## config.mk

```make
export PLATFORM = sky130hd
export DESIGN_NAME = register_file_scoreboard
export DESIGN_NICKNAME = d
export VERILOG_FILES = /design/src/rtl/register_file_scoreboard_pkg.sv /design/src/rtl/register_file_scoreboard_reg.sv /design/src/rtl/register_file_scoreboard.sv
export SDC_FILE = /design/constraint.sdc
export NUM_CORES = 2
export LEC_CHECK = 0
export ABC_CLOCK_PERIOD_IN_PS = 5050
export BUFFER_PORTS_ARGS = -buffer_cell sky130_fd_sc_hd__buf_2
export CAP_MARGIN = 20
export CELL_PAD_IN_SITES_DETAIL_PLACEMENT = 1
export CELL_PAD_IN_SITES_GLOBAL_PLACEMENT = 1
export CORE_UTILIZATION = 53
export DETAILED_ROUTE_END_ITERATION = 8
export PLACE_DENSITY_LB_ADDON = 0.1
export SYNTH_ARGS = -nofsm -noshare
export SYNTH_HDL_FRONTEND = slang
export SYNTH_SLANG_ARGS = --single-unit
```

## constraint.sdc

```tcl
create_clock -name clk -period 5.05 [get_ports clk]
set_input_delay 0 -clock clk [delete_from_list [all_inputs] [get_ports clk]]
set_output_delay 0 -clock clk [all_outputs]
set_load 0.02 [all_outputs]
```

## src/rtl/register_file_scoreboard_pkg.sv

```systemverilog
// Shared constants and helpers for the register file with busy scoreboard.
// Optional feature macro: REGFILE_BYPASS_EN (same-cycle write-to-read forwarding).
package register_file_scoreboard_pkg;

    localparam int DEFAULT_W              = 32;
    localparam int DEFAULT_AW             = 4;
    localparam int DEFAULT_PC_STEP        = 4;
    localparam int DEFAULT_PC_READ_OFFSET = 8;

    localparam int NUM_WRITE_PORTS = 2;
    localparam int NUM_READ_PORTS  = 2;

    // Write port that wins when both ports target the same register.
    localparam int WRITE_WINNER_PORT = 1;

    // What the PC does in a given cycle.
    typedef enum logic [1:0] {
        PC_ADVANCE = 2'd0,
        PC_HOLD    = 2'd1,
        PC_LOAD    = 2'd2
    } pc_action_e;

    // The PC lives in the top register slot.
    function automatic int pc_index(input int aw);
        return (1 << aw) - 1;
    endfunction

endpackage

```

## src/rtl/register_file_scoreboard_reg.sv

```systemverilog
// W-bit storage register with active-low asynchronous clear and write enable.
// Used for every GPR and for the program counter.
module register_asynchronous_reset_write_en
    import register_file_scoreboard_pkg::*;
#(
    parameter int W = DEFAULT_W
) (
    input  logic         clk,
    input  logic         reset_asynchronous_n,
    input  logic         inp_write_enable,
    input  logic [W-1:0] inp_write_data,
    output logic [W-1:0] out_data
);

    logic [W-1:0] r_data;

    // Clear immediately on reset; otherwise load when enabled.
    always_ff @(posedge clk or negedge reset_asynchronous_n) begin
        if (!reset_asynchronous_n) begin
            r_data <= '0;
        end else if (inp_write_enable) begin
            r_data <= inp_write_data;
        end
    end

    assign out_data = r_data;

endmodule

```

## src/rtl/register_file_scoreboard.sv

```systemverilog
// Register file with a hard-wired PC in the top slot, two read ports, two
// prioritised write ports and a per-GPR busy scoreboard for hazard detection.
// Define REGFILE_BYPASS_EN to forward same-cycle writes to the read ports.
module register_file_scoreboard
    import register_file_scoreboard_pkg::*;
#(
    parameter int W              = DEFAULT_W,
    parameter int AW             = DEFAULT_AW,
    parameter int PC_STEP        = DEFAULT_PC_STEP,
    parameter int PC_READ_OFFSET = DEFAULT_PC_READ_OFFSET
) (
    input  logic          clk,
    input  logic          reset_asynchronous_n,
    input  logic [AW-1:0] inp_read_address0,
    input  logic [AW-1:0] inp_read_address1,
    output logic [W-1:0]  out_read_data0,
    output logic [W-1:0]  out_read_data1,
    output logic          out_busy0,
    output logic          out_busy1,
    input  logic          write_enable0,
    input  logic [AW-1:0] inp_write_address0,
    input  logic [W-1:0]  inp_write_data0,
    input  logic          write_enable1,
    input  logic [AW-1:0] inp_write_address1,
    input  logic [W-1:0]  inp_write_data1,
    input  logic          issue_valid,
    input  logic [AW-1:0] inp_issue_address,
    input  logic          pc_load,
    input  logic [W-1:0]  inp_pc_data,
    input  logic          pc_stall,
    output logic [W-1:0]  out_pc
);

    localparam int NREG       = 1 << AW;
    localparam int NGPR       = NREG - 1;
    localparam int PC_IDX     = pc_index(AW);
    localparam int LOSER_PORT = 1 - WRITE_WINNER_PORT;

    localparam logic [AW-1:0] PC_ADDR     = AW'(PC_IDX);
    localparam logic [W-1:0]  PC_STEP_W   = W'(PC_STEP);
    localparam logic [W-1:0]  PC_OFFSET_W = W'(PC_READ_OFFSET);

    // Write ports gathered into arrays so the decode can be indexed by priority.
    logic          w_wr_en   [NUM_WRITE_PORTS];
    logic [AW-1:0] w_wr_addr [NUM_WRITE_PORTS];
    logic [W-1:0]  w_wr_data [NUM_WRITE_PORTS];

    logic [AW-1:0] w_rd_addr [NUM_READ_PORTS];
    logic [W-1:0]  w_rd_data [NUM_READ_PORTS];
    logic          w_rd_busy [NUM_READ_PORTS];

    // Slot NREG-1 carries the PC so the read mux never indexes out of range.
    logic [W-1:0]    w_reg_q [NREG];
    logic [NGPR-1:0] w_gpr_we;
    logic [NGPR-1:0] w_issue_hit;
    logic [NGPR-1:0] w_busy_next;
    logic [NGPR-1:0] r_busy;
    logic [NREG-1:0] w_busy_vec;

    logic [W-1:0] w_pc_q;
    logic [W-1:0] w_pc_next;
    logic         w_pc_we;
    pc_action_e   w_pc_action;

    assign w_wr_en[0]   = write_enable0;
    assign w_wr_addr[0] = inp_write_address0;
    assign w_wr_data[0] = inp_write_data0;
    assign w_wr_en[1]   = write_enable1;
    assign w_wr_addr[1] = inp_write_address1;
    assign w_wr_data[1] = inp_write_data1;

    assign w_rd_addr[0] = inp_read_address0;
    assign w_rd_addr[1] = inp_read_address1;

    genvar gi;

    // ------------------------------------------------------------------
    // GPR write decode, storage and scoreboard next-state. The PC slot is
    // not part of this loop, so writes and issues addressed to it vanish.
    // ------------------------------------------------------------------
    generate
        for (gi = 0; gi < NGPR; gi++) begin : g_gpr
            localparam logic [AW-1:0] L_ADDR = AW'(gi);

            logic         w_hit_winner;
            logic         w_hit_loser;
            logic [W-1:0] w_data;

            assign w_hit_winner = w_wr_en[WRITE_WINNER_PORT] &&
                                  (w_wr_addr[WRITE_WINNER_PORT] == L_ADDR);
            assign w_hit_loser  = w_wr_en[LOSER_PORT] &&
                                  (w_wr_addr[LOSER_PORT] == L_ADDR);
            assign w_gpr_we[gi] = w_hit_winner || w_hit_loser;
            assign w_data       = w_hit_winner ? w_wr_data[WRITE_WINNER_PORT]
                                               : w_wr_data[LOSER_PORT];

            // A same-cycle issue beats a commit: the new producer owns the register.
            assign w_issue_hit[gi] = issue_valid && (inp_issue_address == L_ADDR);
            assign w_busy_next[gi] = w_issue_hit[gi] | (r_busy[gi] & ~w_gpr_we[gi]);

            register_asynchronous_reset_write_en #(
                .W (W)
            ) u_gpr (
                .clk                  (clk),
                .reset_asynchronous_n (reset_asynchronous_n),
                .inp_write_enable     (w_gpr_we[gi]),
                .inp_write_data       (w_data),
                .out_data             (w_reg_q[gi])
            );
        end
    endgenerate

    // ------------------------------------------------------------------
    // Program counter: load beats stall beats advance, wrapping mod 2^W.
    // ------------------------------------------------------------------

    // Choose this cycle's PC action and the matching enable/next value.
    always_comb begin
        w_pc_action = PC_ADVANCE;
        if (pc_load) begin
            w_pc_action = PC_LOAD;
        end else if (pc_stall) begin
            w_pc_action = PC_HOLD;
        end

        w_pc_we   = 1'b1;
        w_pc_next = w_pc_q + PC_STEP_W;
        case (w_pc_action)
            PC_LOAD:  w_pc_next = inp_pc_data;
            PC_HOLD:  w_pc_we   = 1'b0;
            default:  ;
        endcase
    end

    register_asynchronous_reset_write_en #(
        .W (W)
    ) u_pc (
        .clk                  (clk),
        .reset_asynchronous_n (reset_asynchronous_n),
        .inp_write_enable     (w_pc_we),
        .inp_write_data       (w_pc_next),
        .out_data             (w_pc_q)
    );

    assign w_reg_q[PC_IDX] = w_pc_q;
    assign out_pc          = w_pc_q;

    // ------------------------------------------------------------------
    // Busy scoreboard: one bit per GPR; the PC is never busy.
    // ------------------------------------------------------------------

    // Register the busy bits; reset drops every pending writeback.
    always_ff @(posedge clk or negedge reset_asynchronous_n) begin
        if (!reset_asynchronous_n) begin
            r_busy <= '0;
        end else begin
            r_busy <= w_busy_next;
        end
    end

    assign w_busy_vec = {1'b0, r_busy};

    // ------------------------------------------------------------------
    // Read ports.
    // ------------------------------------------------------------------
    generate
        for (gi = 0; gi < NUM_READ_PORTS; gi++) begin : g_read
            logic [W-1:0] w_data;
            logic         w_busy;

            // Register contents or PC+offset; optionally forward same-cycle writes.
            always_comb begin
                w_data = w_reg_q[w_rd_addr[gi]];
                w_busy = w_busy_vec[w_rd_addr[gi]];
                if (w_rd_addr[gi] == PC_ADDR) begin
                    w_data = w_pc_q + PC_OFFSET_W;
                    w_busy = 1'b0;
                end
`ifdef REGFILE_BYPASS_EN
                else begin
                    // Loser first so the winning port overrides it.
                    if (w_wr_en[LOSER_PORT] && (w_wr_addr[LOSER_PORT] == w_rd_addr[gi])) begin
                        w_data = w_wr_data[LOSER_PORT];
                        w_busy = issue_valid && (inp_issue_address == w_rd_addr[gi]);
                    end
                    if (w_wr_en[WRITE_WINNER_PORT] &&
                        (w_wr_addr[WRITE_WINNER_PORT] == w_rd_addr[gi])) begin
                        w_data = w_wr_data[WRITE_WINNER_PORT];
                        w_busy = issue_valid && (inp_issue_address == w_rd_addr[gi]);
                    end
                end
`endif
            end

            assign w_rd_data[gi] = w_data;
            assign w_rd_busy[gi] = w_busy;
        end
    endgenerate

    assign out_read_data0 = w_rd_data[0];
    assign out_read_data1 = w_rd_data[1];
    assign out_busy0      = w_rd_busy[0];
    assign out_busy1      = w_rd_busy[1];

endmodule

```

==> results.cfg <==
[grt]
antenna_found_initial = 4
grt_pass1_vias = 31600
grt_pass1_wl_um = 198000
grt_max_degree = 122
track_usage = 0.415
grt-ovfl-total = 0

[yosys]
synth_top_area_cell = dfrtp_1
synthesis.area_um2 = 33500
yosysUniqueCellTypes = 60
yosys_warnings = 0
async_flop_share = 1.00
synthesis.instances = 3197
synth_nets = 3322
ys_top_cells_by_area = dfrtp_1 (39%), mux2i_1 (16%), mux4_2 (16%)
yosys_register_bits = 527
netlist_top_cells_count = mux2i_1 (550), dfrtp_1 (527), nor2_1 (331)
seq_area_frac_synth = 0.394
synth.top_cell.area_share = 0.394
ys.flop_type = dfrtp_1
synth.most_common_cell = mux2i_1
synth_edf_count = 0
syn_avg_cell_area_um2 = 10.5

[setup_path]
crit_end = out_read_data0[28]
crit_chain = nand3_1, nor4_2, nand4_1, xor2_1, a21boi_1, buf_2
crit_family = simple AND/OR/NAND/NOR gates
r2r_end = u_pc.out_data[28]
critPathBufInv = 1
crit_slowest_cell = xor2_1
crit_start = u_pc.out_data[5]
rr_worst_depth = 6
cp.depth = 6
reg2reg_setup_slack_ns = 2.56
start_kind = flop
worstSetupEndpointType = output pin
path_max_fanout = 8
timing.rr.start = u_pc.out_data[2]
slowest_delay_ns = 0.82
critical_path_class = flop to output pin
crit_required_ns = 5.05
arrival_ns = 3.56

[sta]
finalHoldViolations = 0
setup_viol_count_final = 0
min_period_over_period = 0.706
worst-slew-pin-transition_ns = 1.16
layout_min_cycle_time_ns = 3.56
relSlewSlack = 0.224
rsz0062_at_grt = false
fin_skew_ns = 0.0130
final_max_slew_viol_count = 0
tns_ns = 0
fmax_mhz = 281
hold_slack_ns = 0.00249

[floorplan]
start_util = 0.539
die_h_um = 253
ioPinCount = 221
core_um2 = 62100
die-area_um2 = 64200
rows = 91
die_width_um = 253

[placement]
hpwl_um = 76400
port_buffers = 220
gp_congestion = 0.903

[power_and_ir_drop]
total_power_w = 0.0153
vdd.ir_drop.worst_mv = 0.242
p_leak_nw = 16.0
power.density_nw_per_um2 = 397

[cts]
clockBufferDepth = 3
path_clk_slew_ns = 0.06
cts_resized = 0
post_cts_buffers = 0
cts_tree = done
cts.htree.levels = 3
cts_made_buffers = 66
clk_latency_ns = 0.60
root_buffer = clkbuf_16
clock-sinks = 527
hold_buffers = 142

[route]
vias_per_cell = 6.90
drt-initial-drc-count = 3291
routed_wirelength_um = 131000
ant_nets = 0
post-route-drc-count = 0
dr.pass1.iters = 5
wl_per_cell_um = 31.0
via_count = 29300

[layout]
drive_above_1_share = 0.201
syn2layout_area_growth_pct = 15.5
nFillCells = 6597
layout.nets = 3474

[run]
maxCapViolations = 0

[outcome]
status = completed

[worst_hold_path]
hold_path_class = input port to asynchronous set/reset pin
## final cells by class
| cell class | count | area, µm² | area share |
|---|---|---|---|
| clock inverter | 16 | 158 | 0.00408 |
| antenna | 1 | 2.50 | 0.0000647 |
| tap | 837 | 1050 | 0.0271 |
| multi-input combinational | 2324 | 18900 | 0.489 |
| timing repair buffer | 417 | 3190 | 0.0826 |
| clock buffer | 106 | 2100 | 0.0543 |
| inverter | 13 | 48.8 | 0.00126 |
| sequential | 527 | 13200 | 0.341 |
## cell usage in the layout (no fill, tap or decap), types with 32 or more instances in the layout
cell           instances
buf_2                213
nor2_1               320
buf_4                 43
mux2_2                32
mux4_2               232
dlygate4sd3_1        142
clkbuf_16             73
nand2_1              264
dfrtp_1              527
xor2_1                32
a21oi_1              299
mux2i_1              550
o21ai_0              306
## metal layers
layer	wire length, µm	global-route usage
met5	14	0
met4	6710	0.219
met3	13200	0.0986
met2	61800	0.658
met1	49700	0.530
## cells by family (layout without fill, tap and decap cells)
logic type | after synthesis | count (layout) | synth area share
fa+ha+maj | 2 | 2 | 0.000747
flops | 527 | 527 | 0.394
mux | 816 | 816 | 0.333
buf+inv | 346 | 552 | 0.0477
other cells | 0 | 1 | 0
xor+xnor | 56 | 56 | 0.0147
compound gates | 725 | 725 | 0.119
simple gates | 725 | 725 | 0.0914
## metrics by stage
step | setup slack [ns] | cells | utilization | area, µm²
6_report | 1.49 | 4241 | 0.623 | 38700
5_1_grt | 1.26 | 4240 | 0.623 | 38700
4_1_cts | 1.57 | 4236 | 0.621 | 38600
3_5_place_dp | 2.20 | 3972 | 0.562 | 34900
3_3_place_gp | 2.12 | 3969 | 0.561 | 34800
2_1_floorplan | 2.89 | 3197 | - | 33500
## worst min path at each step
stage,end,start,cells after the start
after global placement,g_gpr[12].u_gpr.out_data[5],reset_asynchronous_n,1
after floorplan,g_gpr[0].u_gpr.out_data[0],reset_asynchronous_n,0
after CTS,g_gpr[6].u_gpr.out_data[9],reset_asynchronous_n,2
final,g_gpr[12].u_gpr.out_data[5],reset_asynchronous_n,2
after detailed placement,g_gpr[12].u_gpr.out_data[5],reset_asynchronous_n,1
after global routing,g_gpr[6].u_gpr.out_data[10],inp_write_address1[1],3
## power breakdown
part,switching (W),internal (W)
Sequential,0.000923,0.00526
Clock,0.00199,0.00300
Combinational,0.00208,0.00209
## sequential cells by signal (all words and copies together), names as in the netlist
name	cells
g_gpr.u_gpr.out_data	480
r_busy	15
u_pc.out_data	32
## worst register-to-register path: stages, from the launching register on
cell and delay [ns]:
dfrtp_1 0.71, ha_1 0.27, nand4b_1 0.28, nor4_2 0.59, nand4_1 0.23, xor2_1 0.19
o21ai_1 0.07
(Power assumes the default switching activity.)
